--- src/rtl/mips_mem_pkg.sv ---
// Shared encodings for the MEM-stage access unit: memop codes, FSM states,
// byte-enable patterns and access-size helpers.
package mips_mem_pkg;

  localparam logic [2:0] OP_LB  = 3'd0;
  localparam logic [2:0] OP_LBU = 3'd1;
  localparam logic [2:0] OP_LH  = 3'd2;
  localparam logic [2:0] OP_LHU = 3'd3;
  localparam logic [2:0] OP_LW  = 3'd4;
  localparam logic [2:0] OP_SB  = 3'd5;
  localparam logic [2:0] OP_SH  = 3'd6;
  localparam logic [2:0] OP_SW  = 3'd7;

  typedef enum logic [1:0] {IDLE = 2'd0, BUSY = 2'd1, DONE = 2'd2} state_t;

  typedef enum logic [1:0] {SZ_BYTE = 2'd0, SZ_HALF = 2'd1, SZ_WORD = 2'd2} size_t;

  localparam logic [3:0] BE_ALL  = 4'b1111;
  localparam logic [3:0] BE_LO_H = 4'b0011;
  localparam logic [3:0] BE_HI_H = 4'b1100;
  localparam logic [3:0] BE_B0   = 4'b0001;

  function automatic size_t op_size(input logic [2:0] op);
    case (op)
      OP_LB, OP_LBU, OP_SB: op_size = SZ_BYTE;
      OP_LH, OP_LHU, OP_SH: op_size = SZ_HALF;
      default:              op_size = SZ_WORD;
    endcase
  endfunction

  function automatic logic misaligned(input logic [2:0] op, input logic [1:0] a);
    case (op_size(op))
      SZ_HALF: misaligned = a[0];
      SZ_WORD: misaligned = |a;
      default: misaligned = 1'b0;
    endcase
  endfunction

endpackage

--- src/rtl/mem_load_align.sv ---
// Picks the addressed byte/half out of a read word and sign- or zero-extends it.
module mem_load_align
  import mips_mem_pkg::*;
(
  input  logic [31:0] rdata_i,
  input  logic [1:0]  addr_lo_i,
  input  logic [2:0]  memop_i,
  output logic [31:0] result_o
);

  logic [7:0]  byte_v;
  logic [15:0] half_v;

  always_comb begin
    case (addr_lo_i)
      2'd0:    byte_v = rdata_i[7:0];
      2'd1:    byte_v = rdata_i[15:8];
      2'd2:    byte_v = rdata_i[23:16];
      default: byte_v = rdata_i[31:24];
    endcase
    half_v = addr_lo_i[1] ? rdata_i[31:16] : rdata_i[15:0];
    case (memop_i)
      OP_LB:   result_o = {{24{byte_v[7]}}, byte_v};
      OP_LBU:  result_o = {24'h0, byte_v};
      OP_LH:   result_o = {{16{half_v[15]}}, half_v};
      OP_LHU:  result_o = {16'h0, half_v};
      default: result_o = rdata_i;
    endcase
  end

endmodule

--- src/rtl/mem_access_stage.sv ---
// MEM-stage data-memory access unit: one bus transaction per load/store,
// stalls the pipeline while busy, flags misalignment and bus timeouts.
module mem_access_stage
  import mips_mem_pkg::*;
#(
  parameter int TIMEOUT_CYCLES = 255,
  parameter int CNT_W          = 8
) (
  input  logic        clk,
  input  logic        reset,
  input  logic        flush,
  input  logic        MemReadM,
  input  logic        MemWriteM,
  input  logic [2:0]  memopM,
  input  logic [31:0] aluoutM,
  input  logic [31:0] writedataM,
  output logic        mem_req,
  output logic        mem_we,
  output logic [3:0]  mem_be,
  output logic [31:0] mem_addr,
  output logic [31:0] mem_wdata,
  input  logic        mem_ack,
  input  logic [31:0] mem_rdata,
  output logic [31:0] readdataM,
  output logic        stallM,
  output logic        adelM,
  output logic        adesM,
  output logic        buserrM
);

  state_t      state_q, state_d;
  logic        req_q, we_q, ld_q, kill_q, berr_q;
  logic [3:0]  be_q;
  logic [31:0] addr_q, wdata_q, rdata_q;
  logic [2:0]  op_q;
  logic [1:0]  lo_q;
  logic [CNT_W-1:0] cnt_q;

  logic        is_idle, is_access, mis, start, timeout;
  logic [3:0]  be_d;
  logic [31:0] wdata_d, align_res;

  assign is_idle   = (state_q == IDLE);
  assign is_access = MemReadM | MemWriteM;
  assign mis       = misaligned(memopM, aluoutM[1:0]);
  assign start     = is_idle & is_access & ~mis & ~flush;
  assign timeout   = (cnt_q == CNT_W'(TIMEOUT_CYCLES));

  assign adelM   = is_idle & MemReadM & ~MemWriteM & mis;
  assign adesM   = is_idle & MemWriteM & mis;
  assign stallM  = start | (state_q == BUSY);
  assign buserrM = (state_q == DONE) & berr_q & ~kill_q;

  assign mem_req   = req_q;
  assign mem_we    = we_q;
  assign mem_be    = be_q;
  assign mem_addr  = addr_q;
  assign mem_wdata = wdata_q;
  assign readdataM = rdata_q;

  // Store lane steering; a read is always a full-word fetch, extraction happens later
  always_comb begin
    be_d    = BE_ALL;
    wdata_d = writedataM;
    if (MemWriteM) begin
      case (op_size(memopM))
        SZ_BYTE: begin
          be_d    = BE_B0 << aluoutM[1:0];
          wdata_d = {4{writedataM[7:0]}};
        end
        SZ_HALF: begin
          be_d    = aluoutM[1] ? BE_HI_H : BE_LO_H;
          wdata_d = {2{writedataM[15:0]}};
        end
        default: ;
      endcase
    end
  end

  always_comb begin
    state_d = state_q;
    case (state_q)
      IDLE:    if (start) state_d = BUSY;
      BUSY:    if (mem_ack || timeout) state_d = DONE;
      default: state_d = IDLE;
    endcase
  end

  mem_load_align u_align (
    .rdata_i   (mem_rdata),
    .addr_lo_i (lo_q),
    .memop_i   (op_q),
    .result_o  (align_res)
  );

  always_ff @(posedge clk) begin
    if (reset) begin
      state_q <= IDLE;
      req_q   <= 1'b0;
      we_q    <= 1'b0;
      be_q    <= '0;
      addr_q  <= '0;
      wdata_q <= '0;
      rdata_q <= '0;
      kill_q  <= 1'b0;
      berr_q  <= 1'b0;
      ld_q    <= 1'b0;
      op_q    <= '0;
      lo_q    <= '0;
      cnt_q   <= '0;
    end else begin
      state_q <= state_d;
      case (state_q)
        IDLE: if (start) begin
          req_q   <= 1'b1;
          we_q    <= MemWriteM;
          ld_q    <= ~MemWriteM;
          be_q    <= be_d;
          addr_q  <= {aluoutM[31:2], 2'b00};
          wdata_q <= wdata_d;
          op_q    <= memopM;
          lo_q    <= aluoutM[1:0];
          cnt_q   <= '0;
        end
        BUSY: begin
          // A flushed instruction still finishes its bus cycle but delivers nothing
          kill_q <= kill_q | flush;
          cnt_q  <= cnt_q + 1'b1;
          if (mem_ack) begin
            req_q   <= 1'b0;
            rdata_q <= (ld_q && !kill_q && !flush) ? align_res : 32'h0;
          end else if (timeout) begin
            req_q   <= 1'b0;
            berr_q  <= 1'b1;
            rdata_q <= 32'h0;
          end
        end
        default: begin
          kill_q <= 1'b0;
          berr_q <= 1'b0;
        end
      endcase
    end
  end

endmodule

--- config.mk ---
export PLATFORM = sky130hd
export DESIGN_NAME = mem_access_stage
export DESIGN_NICKNAME = d
export VERILOG_FILES = /design/src/rtl/mips_mem_pkg.sv /design/src/rtl/mem_load_align.sv /design/src/rtl/mem_access_stage.sv
export SDC_FILE = /design/constraint.sdc
export NUM_CORES = 1
export LEC_CHECK = 0
export CORE_MARGIN = 2
export CORE_UTILIZATION = 26
export CTS_CLUSTER_DIAMETER = 120
export DETAILED_ROUTE_END_ITERATION = 7
export DONT_BUFFER_PORTS = 1
export PLACE_DENSITY_LB_ADDON = 0.2
export SYNTH_ARGS = -nofsm -noshare
export SYNTH_HDL_FRONTEND = slang
export SYNTH_SLANG_ARGS = --single-unit
--- constraint.sdc ---
create_clock -name clk -period 2.7 [get_ports clk]
set_clock_uncertainty 0.05 [all_clocks]
set_input_delay 0.81 -clock clk [delete_from_list [all_inputs] [get_ports clk]]
set_output_delay 0.81 -clock clk [all_outputs]
set_load 0.02 [all_outputs]
# Yosys cells after proc, flatten, opt, wreduce, memory -nomap -nowiden
# Index checks and enable logic that the tools add are counted.
# totals
output_inout_bits	106
input_bits	105
reg_bits	118
# classes
addsub	1
n_bitwise	18
n_eq_ne	21
shifts	1
mux	27
reduce_logical	21
# ops
op	n
32-bit 2-to-1 mux	4
32-bit one-hot mux with 4 select lines	1
32-bit one-hot mux with 2 select lines	1
8-bit one-hot mux with 3 select lines	1
16-bit 2-to-1 mux	1
8-bit one-hot mux with 2 select lines	1
3-bit by 2-bit == test with 1-bit output (second input constant)	4
1-bit bitwise AND	10
8-bit by 1-bit adder with 8-bit output (second input constant)	1
2-bit by 1-bit == test with 1-bit output (second input constant)	4
8-bit == test (second input constant)	1
4-bit 2-to-1 mux	2
8-bit 2-to-1 mux	1
1-bit one-hot mux with 2 select lines	4
2-bit one-hot mux with 2 select lines	2
4-bit one-hot mux with 2 select lines	1
2-bit AND reduction	4
2-bit == test (second input constant)	3
3-bit by 1-bit == test with 1-bit output (second input constant)	2
3-bit == test (second input constant)	2
2-bit zero test	3
3-bit zero test	2
2-bit 2-to-1 mux	3
3-bit AND reduction	2
13 further kinds	29

# Logic depth before layout (Yosys ltp)
# depth
ltp_word	10
mapped_depth	8

# Hierarchy
# A second synthesis with hierarchy kept.
# hier_totals
hier_cells	659
area_unflattened_um2	5997.0
# by_module_without_submodules
mod	area_each_um2	seq_area_each_um2	cells_each	n_inst
mem_access_stage	4957.3	2362.3	527	1
mem_load_align	1039.7	0.0	132	1

# Worst setup path before layout
# OpenSTA, ideal clock, no wires.
# synth_timing
path_kind	input -> output
startpoint	input port memopM[2]
endpoint	output port adelM
arrival_time_ps	2277
stages	5
required_ps	1840
setup_slack_ps	-437
cell_sequence	clkbuf_1 > nand2b_1 > a21o_1 > and2_1 > nor4b_1
# synth_between
elab_chain_len	6
elab_cells_between_ends	13
cone_classes	eq/ne: 7; mux: 2; bitwise: 1; reduce/logical: 3
# synth_rtl
item	line_no	text
start, declared	mem_access_stage.sv:14	input logic [2:0] memopM,
3-bit by 2-bit == test with 1-bit output (tied with other cells)	mips_mem_pkg.sv:24	case (op)
3-bit OR reduction	mips_mem_pkg.sv:24	
2-bit one-hot mux with 2 select lines (*)	mips_mem_pkg.sv:24	
2-bit == test / 2-bit by 1-bit == test with 1-bit output (equally long branches)	mips_mem_pkg.sv:32	case (op_size(op))
1-bit one-hot mux with 2 select lines (*)	mips_mem_pkg.sv:32	
1-bit bitwise AND (*)	mem_access_stage.sv:49	assign adelM = is_idle & MemReadM & ~MemWriteM & mis;
end, declared	mem_access_stage.sv:26	output logic adelM,
# Mark *: on every way between the ends. The rest lies on a longest branch, timed or not.

# Worst setup path in the final report
# layout_timing
startpoint	input port memopM[0]
endpoint	output port adelM
# Same word-level chain as after synthesis.

==> impl_results.md <==
* Yosys reg bits at 118
* CP max FO at 12
* Number of global-route vias before repair at 4572
* Area growth syn-to-layout at 16.9%
* Ys Warns at 0
* R2R cell count at 6
* Mapped Area at 5240 um2
* Max VDD drop at 397 uV
* Predominant post-synthesis flop cell: dfxtp_1
* Crit path cell chain: nand2b_1 -> a21o_1 -> and2_4 -> nor4b_4 -> buf_4
* Detailed Routing Iterations Pass 1 at 5
* Antenna cells at 0
* H-tree levels at 4
* Reg2reg start: state_q[1]
* Reg-to-reg setup timing slack at 0.56 ns
* Leading area contributor after synthesis: dfxtp_1
* Hold WC Path Type: in -> reg
* Cell variety after synth at 48
* Pin count of the biggest net entering global routing at 89
* Hold Path End: cnt_q[6]
* Min-delay src: reset
* Pins Over Slew Limit at 0
* Top-area cell type share of the netlist area at 45.1%
* Leakage power at 2.14 nW
* Pwr dens at 747 nW/um2
* Post-layout min period at 2.62 ns
* CTS Sinks at 118
* Setup TNS at 0 ns
* Layout cells sized above 1 at 11.6%
* Worst-path clk slew at 0.06 ns
* FMAX at 382 MHz
* ANT nets after route at 0
* Count leader, synth: nand2_1
* Critical Path AT at 1.76 ns
* CP max stage delay at 0.22 ns
* Worst setup SP type: primary input
* Crit path required time at 1.84 ns
* Initial antenna violation count at 0
* I/O pin count at 211
* Post-CTS Hold Fix Bufs at 0
* Post-synth EDFFs at 0
* Bufs on Longest Clock Path at 2
* Most frequent cells after synthesis: nand2_1, dfxtp_1, a21oi_1, nor2_1, clkbuf_1
* Vias per inst at 5.16
* WHS Path Cells at 1
* TritonCTS Buffers at 17
* IO Port Bufs at 0
* Wire per inst at 18.5 um
* Critical Path Sink Type: output pin
* Die W at 146 um
* Tot GR Track Use at 15.5%
* Chip Height at 146 um
* Layout Cells excl Fill at 901
* DRC at 0
* Die Area at 21300 um2
* Initial Util at 26.7%
* Mean Syn Cell Area at 8.24 um2
* Clk_lat worst skew at 0.41 ns
* Async SR Flop Fraction at 0%
* Routability cong. at 0.823
* Outcome: finished, final reports clean
* Dpl cell area at 5540 um2
* Register area share after synthesis at 45.1%
* Critical Path Slowest Stage Cell: a21o_1
* Core region area at 19700 um2
* Row count at 51
* Via Count at 4649
* Total grt overflow at 0
* Slew Limit Headroom at 52.5%
* Hold Vio Cnt, Final at 0
* Final setup fails at 0
* FF-to-FF End: mem_wdata[28]
* Ranking of synthesized cells by area: dfxtp_1, nand2_1, a21oi_1
* Mapped Cells at 636
* CP Class: in -> out
* Cell count after placement at 869
* CTS Root Cell: clkbuf_16
* Global-route wire length before repair at 26.1 mm
* DRT Wirelength at 16.6 mm
* Period utilisation layout at 96.9%
* Nets@finish at 729
* HPWL after detailed placement at 12.1 mm
* RSZ-0062 raised after global routing: false
* Drt initial violations at 180
* Final instance area at 6130 um2
* CTS tree: built
* Worst-margin pin slew at 0.695 ns
* Max_cap viols at 0
==> per-stage QoR <==
step / power, W / utilization (%) / hold WS, ns / setup slack (ns)
finish: 0.00458 / 31.2 / 0.418 / 0.0833
global route: 0.00480 / 31.2 / 0.399 / 0.0226
CTS: 0.00467 / 31.1 / 0.384 / 0.0249
detailed placement: 0.00241 / 28.2 / 0.414 / 0.0304
global placement: 0.00240 / 28.2 / 0.409 / 0.0507
floorplan: 0.00233 / - / 0.398 / 0.0240
==> state kept, by name, summed over array words and instances, names as in the netlist, 2 cells and up <==
name	count
cnt_q	8
lo_q	2
mem_addr	30
mem_be	4
mem_wdata	32
op_q	3
readdataM	32
state_q	2
==> layer usage <==
layer  share of wire [%]  vias up  track usage, %
li1                    -     2256               -
met1                  38     2170            16.8
met2                  48      209            25.4
met3                  13       14            9.37
met4                 1.1        0            4.47
met5                   0        -               0
==> cell families after synthesis <==
kind of cell	share of synthesized area [%]
xor gates and xnor gates	0.167
AOI/OAI and AO/OA	22.5
other	0.0715
DFF	45.1
buffers and inverters	5.11
adders and majority gates	0.239
and+or+nand+nor	21.5
muxes	5.37
==> where the power goes <==
group / switching (W) / internal, W
logic: 0.000237 / 0.000160
registers: 0.000152 / 0.00182
clock network: 0.000876 / 0.00133
==> critical path: cells and delay by family <==
kind | cells | cell delay [ns]
AOI/OAI and AO/OA | 1 | 0.22
buffers and inverters | 1 | 0.18
and+or+nand+nor | 3 | 0.54
==> layout by cell type, fill, tap and decap left out, drive strengths merged, types with 7 or more instances in the layout <==
| master | count |
|---|---|
| a31oi | 11 |
| a221o | 16 |
| dfxtp | 118 |
| a21boi | 8 |
| nor3 | 26 |
| a2111oi | 8 |
| mux2i | 18 |
| nor2b | 10 |
| inv | 10 |
| nand3 | 15 |
| clkbuf | 20 |
| buf | 22 |
| mux2 | 9 |
| o21ai | 24 |
| a22oi | 7 |
| a211oi | 14 |
| nand2 | 138 |
| o221ai | 7 |
| nor2 | 39 |
| a21oi | 59 |
==> layout make-up <==
type / instances / area [um2]
clock buffers: 20 / 457
repair buffers: 22 / 178
flip-flops and latches: 118 / 2360
multi-input cells: 459 / 2660
inverters: 5 / 18.8
clock inverters: 12 / 118
well taps: 265 / 332
fillers: 2147 / 13500
==> how the worst max path moves through the flow <==
stage	from	to	slack, ns	cells past startpoint
final	memopM[0]	adelM	0.08	5
after detailed placement	memopM[0]	adelM	0.03	5
after global routing	memopM[0]	adelM	0.02	5
after CTS	memopM[0]	adelM	0.02	5
after global placement	memopM[0]	adelM	0.05	5
after floorplan	memopM[1]	adelM	0.02	5
==> timing repair <==
item / 4_1_cts / 5_1_grt
hold endpoints to repair: 0 / 0
buffers inserted: 0 / 0
gates resized for setup: 1 / 3
pin swaps: 0 / 0
endpoints found under the setup margin: 1 / 2
No activity file was read; power rests on OpenSTA's default activity.
